--- src/rtl/axis_pkg.sv ---
// Shared AXI-Stream FIFO types and helpers.
// Holds the default beat layout and the counter-width derivation.
package axis_pkg;

    localparam int AXIS_DATA_W = 32;
    localparam int AXIS_STRB_W = AXIS_DATA_W / 8;

    // One stored beat; the FIFO overrides the width through a type parameter.
    typedef struct packed {
        logic [AXIS_DATA_W-1:0] tdata;
        logic [AXIS_STRB_W-1:0] tstrb;
        logic                   tlast;
    } axis_beat_t;

    // Counter width able to hold the value DEPTH itself.
    function automatic int axis_cnt_w(input int depth);
        return $clog2(depth) + 1;
    endfunction

endpackage

--- src/rtl/axis_fifo_mem.sv ---
// Beat storage for axis_pkt_fifo: DEPTH x beat register array.
// Ports: aclk, we/waddr/wdata synchronous write, raddr/rdata async read.
module axis_fifo_mem
    import axis_pkg::*;
#(
    parameter type beat_t = axis_beat_t,
    parameter int  DEPTH  = 16,
    localparam int AW     = $clog2(DEPTH)
) (
    input  logic          aclk,
    input  logic          we,
    input  logic [AW-1:0] waddr,
    input  beat_t         wdata,
    input  logic [AW-1:0] raddr,
    output beat_t         rdata
);

    beat_t mem [DEPTH];

    // Contents are deliberately not reset; pointers define validity.
    always_ff @(posedge aclk) begin
        if (we) begin
            mem[waddr] <= wdata;
        end
    end

    assign rdata = mem[raddr];

endmodule

--- src/rtl/axis_pkt_fifo.sv ---
// AXI-Stream FIFO with optional store-and-forward on tlast.
// Ports: aclk/aresetn, s_* slave, m_* master, occupancy, pkt_count, overflow_cut.
module axis_pkt_fifo
    import axis_pkg::*;
#(
    parameter int  DATA_W   = 32,
    parameter int  DEPTH    = 16,
    parameter int  PKT_MODE = 0,
    localparam int STRB_W   = DATA_W / 8,
    localparam int CNT_W    = axis_cnt_w(DEPTH)
) (
    input  logic              aclk,
    input  logic              aresetn,
    input  logic [DATA_W-1:0] s_tdata,
    input  logic [STRB_W-1:0] s_tstrb,
    input  logic              s_tlast,
    input  logic              s_tvalid,
    output logic              s_tready,
    output logic [DATA_W-1:0] m_tdata,
    output logic [STRB_W-1:0] m_tstrb,
    output logic              m_tlast,
    output logic              m_tvalid,
    input  logic              m_tready,
    output logic [CNT_W-1:0]  occupancy,
    output logic [CNT_W-1:0]  pkt_count,
    output logic              overflow_cut
);

    localparam int AW = $clog2(DEPTH);
    localparam logic [CNT_W-1:0] FULL_CNT = CNT_W'(DEPTH);

    typedef struct packed {
        logic [DATA_W-1:0] tdata;
        logic [STRB_W-1:0] tstrb;
        logic              tlast;
    } beat_t;

    logic [AW-1:0]    wr_ptr;
    logic [AW-1:0]    rd_ptr;
    logic [CNT_W-1:0] occ_q;
    logic [CNT_W-1:0] occ_d;
    logic [CNT_W-1:0] pkt_q;
    logic [CNT_W-1:0] pkt_d;
    logic             rel_q;
    logic             rel_d;
    logic             rdy_q;

    logic  full;
    logic  empty;
    logic  push;
    logic  pop;
    logic  push_last;
    logic  pop_last;
    logic  rel_set;
    logic  out_valid;
    beat_t wr_beat;
    beat_t rd_beat;

    assign wr_beat = '{tdata: s_tdata, tstrb: s_tstrb, tlast: s_tlast};

    axis_fifo_mem #(
        .beat_t (beat_t),
        .DEPTH  (DEPTH)
    ) u_mem (
        .aclk  (aclk),
        .we    (push),
        .waddr (wr_ptr),
        .wdata (wr_beat),
        .raddr (rd_ptr),
        .rdata (rd_beat)
    );

    assign full  = (occ_q == FULL_CNT);
    assign empty = (occ_q == '0);

    // rdy_q tracks !full one edge ahead, so it never depends on m_tready
    // combinationally; it is also low while in reset.
    assign push = s_tvalid && rdy_q && !full;

    // A full buffer holding no complete packet would otherwise deadlock
    // in store-and-forward mode; force it to cut through instead.
    assign rel_set = (PKT_MODE != 0) && full && (pkt_q == '0) && !rel_q;

    always_comb begin
        out_valid = !empty;
        if (PKT_MODE != 0) begin
            out_valid = !empty && ((pkt_q != '0) || rel_q);
        end
    end

    assign pop       = out_valid && m_tready;
    assign push_last = push && s_tlast;
    assign pop_last  = pop && rd_beat.tlast;

    always_comb begin
        occ_d = occ_q;
        unique case ({push, pop})
            2'b10:   occ_d = occ_q + 1'b1;
            2'b01:   occ_d = occ_q - 1'b1;
            default: occ_d = occ_q;
        endcase
    end

    always_comb begin
        pkt_d = pkt_q;
        unique case ({push_last, pop_last})
            2'b10:   pkt_d = pkt_q + 1'b1;
            2'b01:   pkt_d = pkt_q - 1'b1;
            default: pkt_d = pkt_q;
        endcase
    end

    always_comb begin
        rel_d = rel_q;
        unique case (1'b1)
            rel_set:  rel_d = 1'b1;
            pop_last: rel_d = 1'b0;
            default:  rel_d = rel_q;
        endcase
    end

    always_ff @(posedge aclk or negedge aresetn) begin
        if (!aresetn) begin
            wr_ptr <= '0;
            rd_ptr <= '0;
            occ_q  <= '0;
            pkt_q  <= '0;
            rel_q  <= 1'b0;
            rdy_q  <= 1'b0;
        end else begin
            if (push) begin
                wr_ptr <= wr_ptr + 1'b1;
            end
            if (pop) begin
                rd_ptr <= rd_ptr + 1'b1;
            end
            occ_q <= occ_d;
            pkt_q <= pkt_d;
            rel_q <= rel_d;
            rdy_q <= (occ_d != FULL_CNT);
        end
    end

    assign s_tready     = rdy_q;
    assign m_tvalid     = out_valid;
    assign m_tdata      = rd_beat.tdata;
    assign m_tstrb      = rd_beat.tstrb;
    assign m_tlast      = rd_beat.tlast;
    assign occupancy    = occ_q;
    assign pkt_count    = pkt_q;
    assign overflow_cut = rel_set;

endmodule

--- config.mk ---
export PLATFORM = sky130hd
export DESIGN_NAME = axis_pkt_fifo
export DESIGN_NICKNAME = d
export VERILOG_FILES = /design/src/rtl/axis_pkg.sv /design/src/rtl/axis_fifo_mem.sv /design/src/rtl/axis_pkt_fifo.sv
export SDC_FILE = /design/constraint.sdc
export NUM_CORES = 1
export LEC_CHECK = 0
export BUFFER_PORTS_ARGS = -buffer_cell sky130_fd_sc_hd__buf_4
export CORE_ASPECT_RATIO = 0.5
export CORE_MARGIN = 5
export CORE_UTILIZATION = 41
export CTS_CLUSTER_DIAMETER = 40
export CTS_CLUSTER_SIZE = 30
export DETAILED_ROUTE_END_ITERATION = 8
export SETUP_SLACK_MARGIN = 0.4
export SLEW_MARGIN = 40
export SYNTH_ARGS = -nofsm -noshare
export SYNTH_HDL_FRONTEND = slang
export SYNTH_SLANG_ARGS = --single-unit
--- constraint.sdc ---
create_clock -name aclk -period 5.4 [get_ports aclk]
set_input_delay 0.54 -clock aclk [delete_from_list [all_inputs] [get_ports aclk]]
set_output_delay 0.54 -clock aclk [all_outputs]
set_load 0.01 [all_outputs]
==> results.cfg <==
[sta]
maxSlewViolCount = 0
finalCritPeriodShare_pct = 76.4
fin_crit_ps = 4130
timing.max_slew.rel_slack_pct = 46.1
timing.final.ws_setup_ps = 1270
skew_ps = 23.6
rsz0062_at_grt = no
max_slew.worst_pin.slew_ps = 808
finalSetupViolations = 0
fmax_mhz = 242
tns_ps = 0
finalHoldViolCount = 0

[grt]
gr-total-overflow = 0
grt_pass1_vias = 10940
grt_max_degree = 88
grt_pass1_wl_mm = 74.0
grt_usage_pct = 16.1
antenna_found_initial = 0

[floorplanning]
core-area_um2 = 57000
io_pins = 91
die_x_um = 348
fp-row-count = 62
die_area_um2 = 62500
dieHeight_um = 179
start_util_pct = 41.2

[yosys]
syn_area_um2 = 23500
yosysTopAreaCell = edfxtp_1
synth_top_family_by_area = multiplexers
synth-simple-area-share_pct = 1.32
synth-seq-cells = 611
mappedNetlistNets = 1019
synth-edff-count = 592
ys_seq_area_share_pct = 77.7
ys_top_cells_by_area = edfxtp_1 (76%), mux4_2 (18%), dfrtp_1 (2.0%)
synth_compound_area_share_pct = 0.655
synthAdderAreaFrac_pct = 0.671
syn_area_per_cell_um2 = 24.3
yosys_warnings = 0
ys_types = 43
ys.flop_type = edfxtp_1
synth_top_area_share_pct = 75.7
async_flop_share_pct = 3.11
synth-xor-area-share_pct = 0.618
muxShareOfSynthArea_pct = 17.9
synthCells = 966

[routing]
wire_per_inst_um = 26.2
drcViolationCount = 0
vias_per_cell = 5.54
drt-pass1-iter-count = 4
dr.first_iter.drc_count = 948
routed_wl_mm = 50.0
num_vias = 10575
ant_nets = 0

[setup_path]
critical_path_arrival_ps = 3590
cp.required_ps = 4860
startpoint_type = flip-flop
path_class = reg2out
reg2reg_depth = 10
critPathMaxFanout = 63
cp-end-kind = primary output

[pwr]
power_density_nw_per_um2 = 531
peakVddDrop_mv = 0.382
leakage_nw = 8.69

[clock_network]
hold_buffers = 1
cts.sinks = 611
cts_tree = done
cts_buffers = 52
root_buffer = clkbuf_16
postCtsSetupBuffers = 0
h-tree-depth = 2
cts_resized = 0
clk_latency_ps = 590
clkTransAtPathRegs_ps = 80
clockBufferDepth = 3

[flow_run]
maxCapViolCount = 0

[layout]
layout-drive-gt1-share_pct = 38.1
fin_nets = 1151
diodes = 0
syn_to_final_growth_pct = 16.5

[hold_path]
hold_class = in2reg
whs_path_depth = 1

[placement]
pre_cts_ws_ps = 1740
hpwl_mm = 28.9
gp_congestion = 0.749
io_buffers = 89

[status]
outcome = completed
worst paths after layout:
path / endpoint / startpoint / slack (ps)
worst min-delay path: u_mem.mem[0][36] / s_tdata[31] / 240
worst max-delay path: m_tdata[29] / rd_ptr[0] / 1270
max in group asynchronous: rd_ptr[2] / aresetn / 4800
min in group asynchronous: rd_ptr[1] / aresetn / 370
worst min register to register: pkt_count[4] / pkt_count[4] / 490
worst max register to register: pkt_count[4] / rd_ptr[0] / 1760
cell families (layout without fill, tap and decap cells):
logic type | count (synthesis) | after routing
adders and majority gates | 12 | 12
other | 1 | 1
xor gates and xnor gates | 15 | 15
and+or+nand+nor | 58 | 58
buffers and inverters | 58 | 233
AOI/OAI and AO/OA | 22 | 22
DFF | 611 | 611
muxes | 189 | 189
area by class of cell:
type | count | area (um^2)
clock inverter | 43 | 526
timing repair buffer | 128 | 1150
inverter | 8 | 30.0
clock buffer | 54 | 1330
tap | 768 | 961
multi-input combinational | 297 | 5090
sequential | 611 | 18300
fill | 4529 | 29700
power by group:
group          internal (mW)  switching [mW]  leakage (nW)
Combinational           2.28            2.21          2.23
Clock                   2.00            1.97         0.898
Sequential              5.74           0.313          5.57
metrics by stage:
stage               utilization [%]  std cells  instance area [um^2]  hold slack, ps  total power [mW]
finish                         48.0       1909                 27400             243              14.5
global route                   48.0       1909                 27400             216              15.2
CTS                            47.9       1908                 27300             208              14.7
detailed placement             44.7       1810                 25500             437              10.8
global placement               44.2       1799                 25200             434              10.6
floorplan                         -        966                 23500             244              9.00
cell usage after synthesis, drive strengths merged (3+ instances only):
master,number
nand2,14
a21oi,4
dfrtp,19
xor2,7
xnor2,7
nand2b,5
nor3,7
o21ai,6
inv,8
a211oi,3
clkbuf,25
ha,11
mux4,185
and3,3
nor2,15
buf,25
edfxtp,592
sequential cells by signal, indices dropped and copies added (netlist names):
name / flops
occupancy: 5
u_mem.mem: 592
pkt_count: 5
rd_ptr: 4
wr_ptr: 4
s_tready: 1
metal layers:
| layer | global-route usage, % | vias up | share of wire (%) |
|---|---|---|---|
| li1 | - | 4426 | - |
| met1 | 22.8 | 5794 | 43 |
| met2 | 26.8 | 288 | 50 |
| met3 | 2.50 | 67 | 5.2 |
| met4 | 3.36 | 0 | 1.6 |
| met5 | 0 | - | 0 |
worst max-delay path, stage by stage, from the launching register on:
cell and delay [ps]:
dfrtp_4 860, buf_12 330, buf_16 430, mux4_2 590, mux4_2 510, buf_4 170
cells in the final DEF, fill, tap and decap left out, types with 4 or more instances in the layout:
cell type and count:
dfrtp_1 15, o21ai_0 6, clkbuf_16 53, nand2b_1 5
mux4_2 185, nand2_1 14, a21oi_1 4, clkinv_8 8
inv_12 6, inv_6 10, edfxtp_1 592, nor3_2 4
buf_8 6, nor2_4 12, xor2_1 7, inv_8 8
ha_1 11, buf_4 111, inv_1 8, xnor2_1 7
buf_16 6
Power figures use the tool's default switching activity.
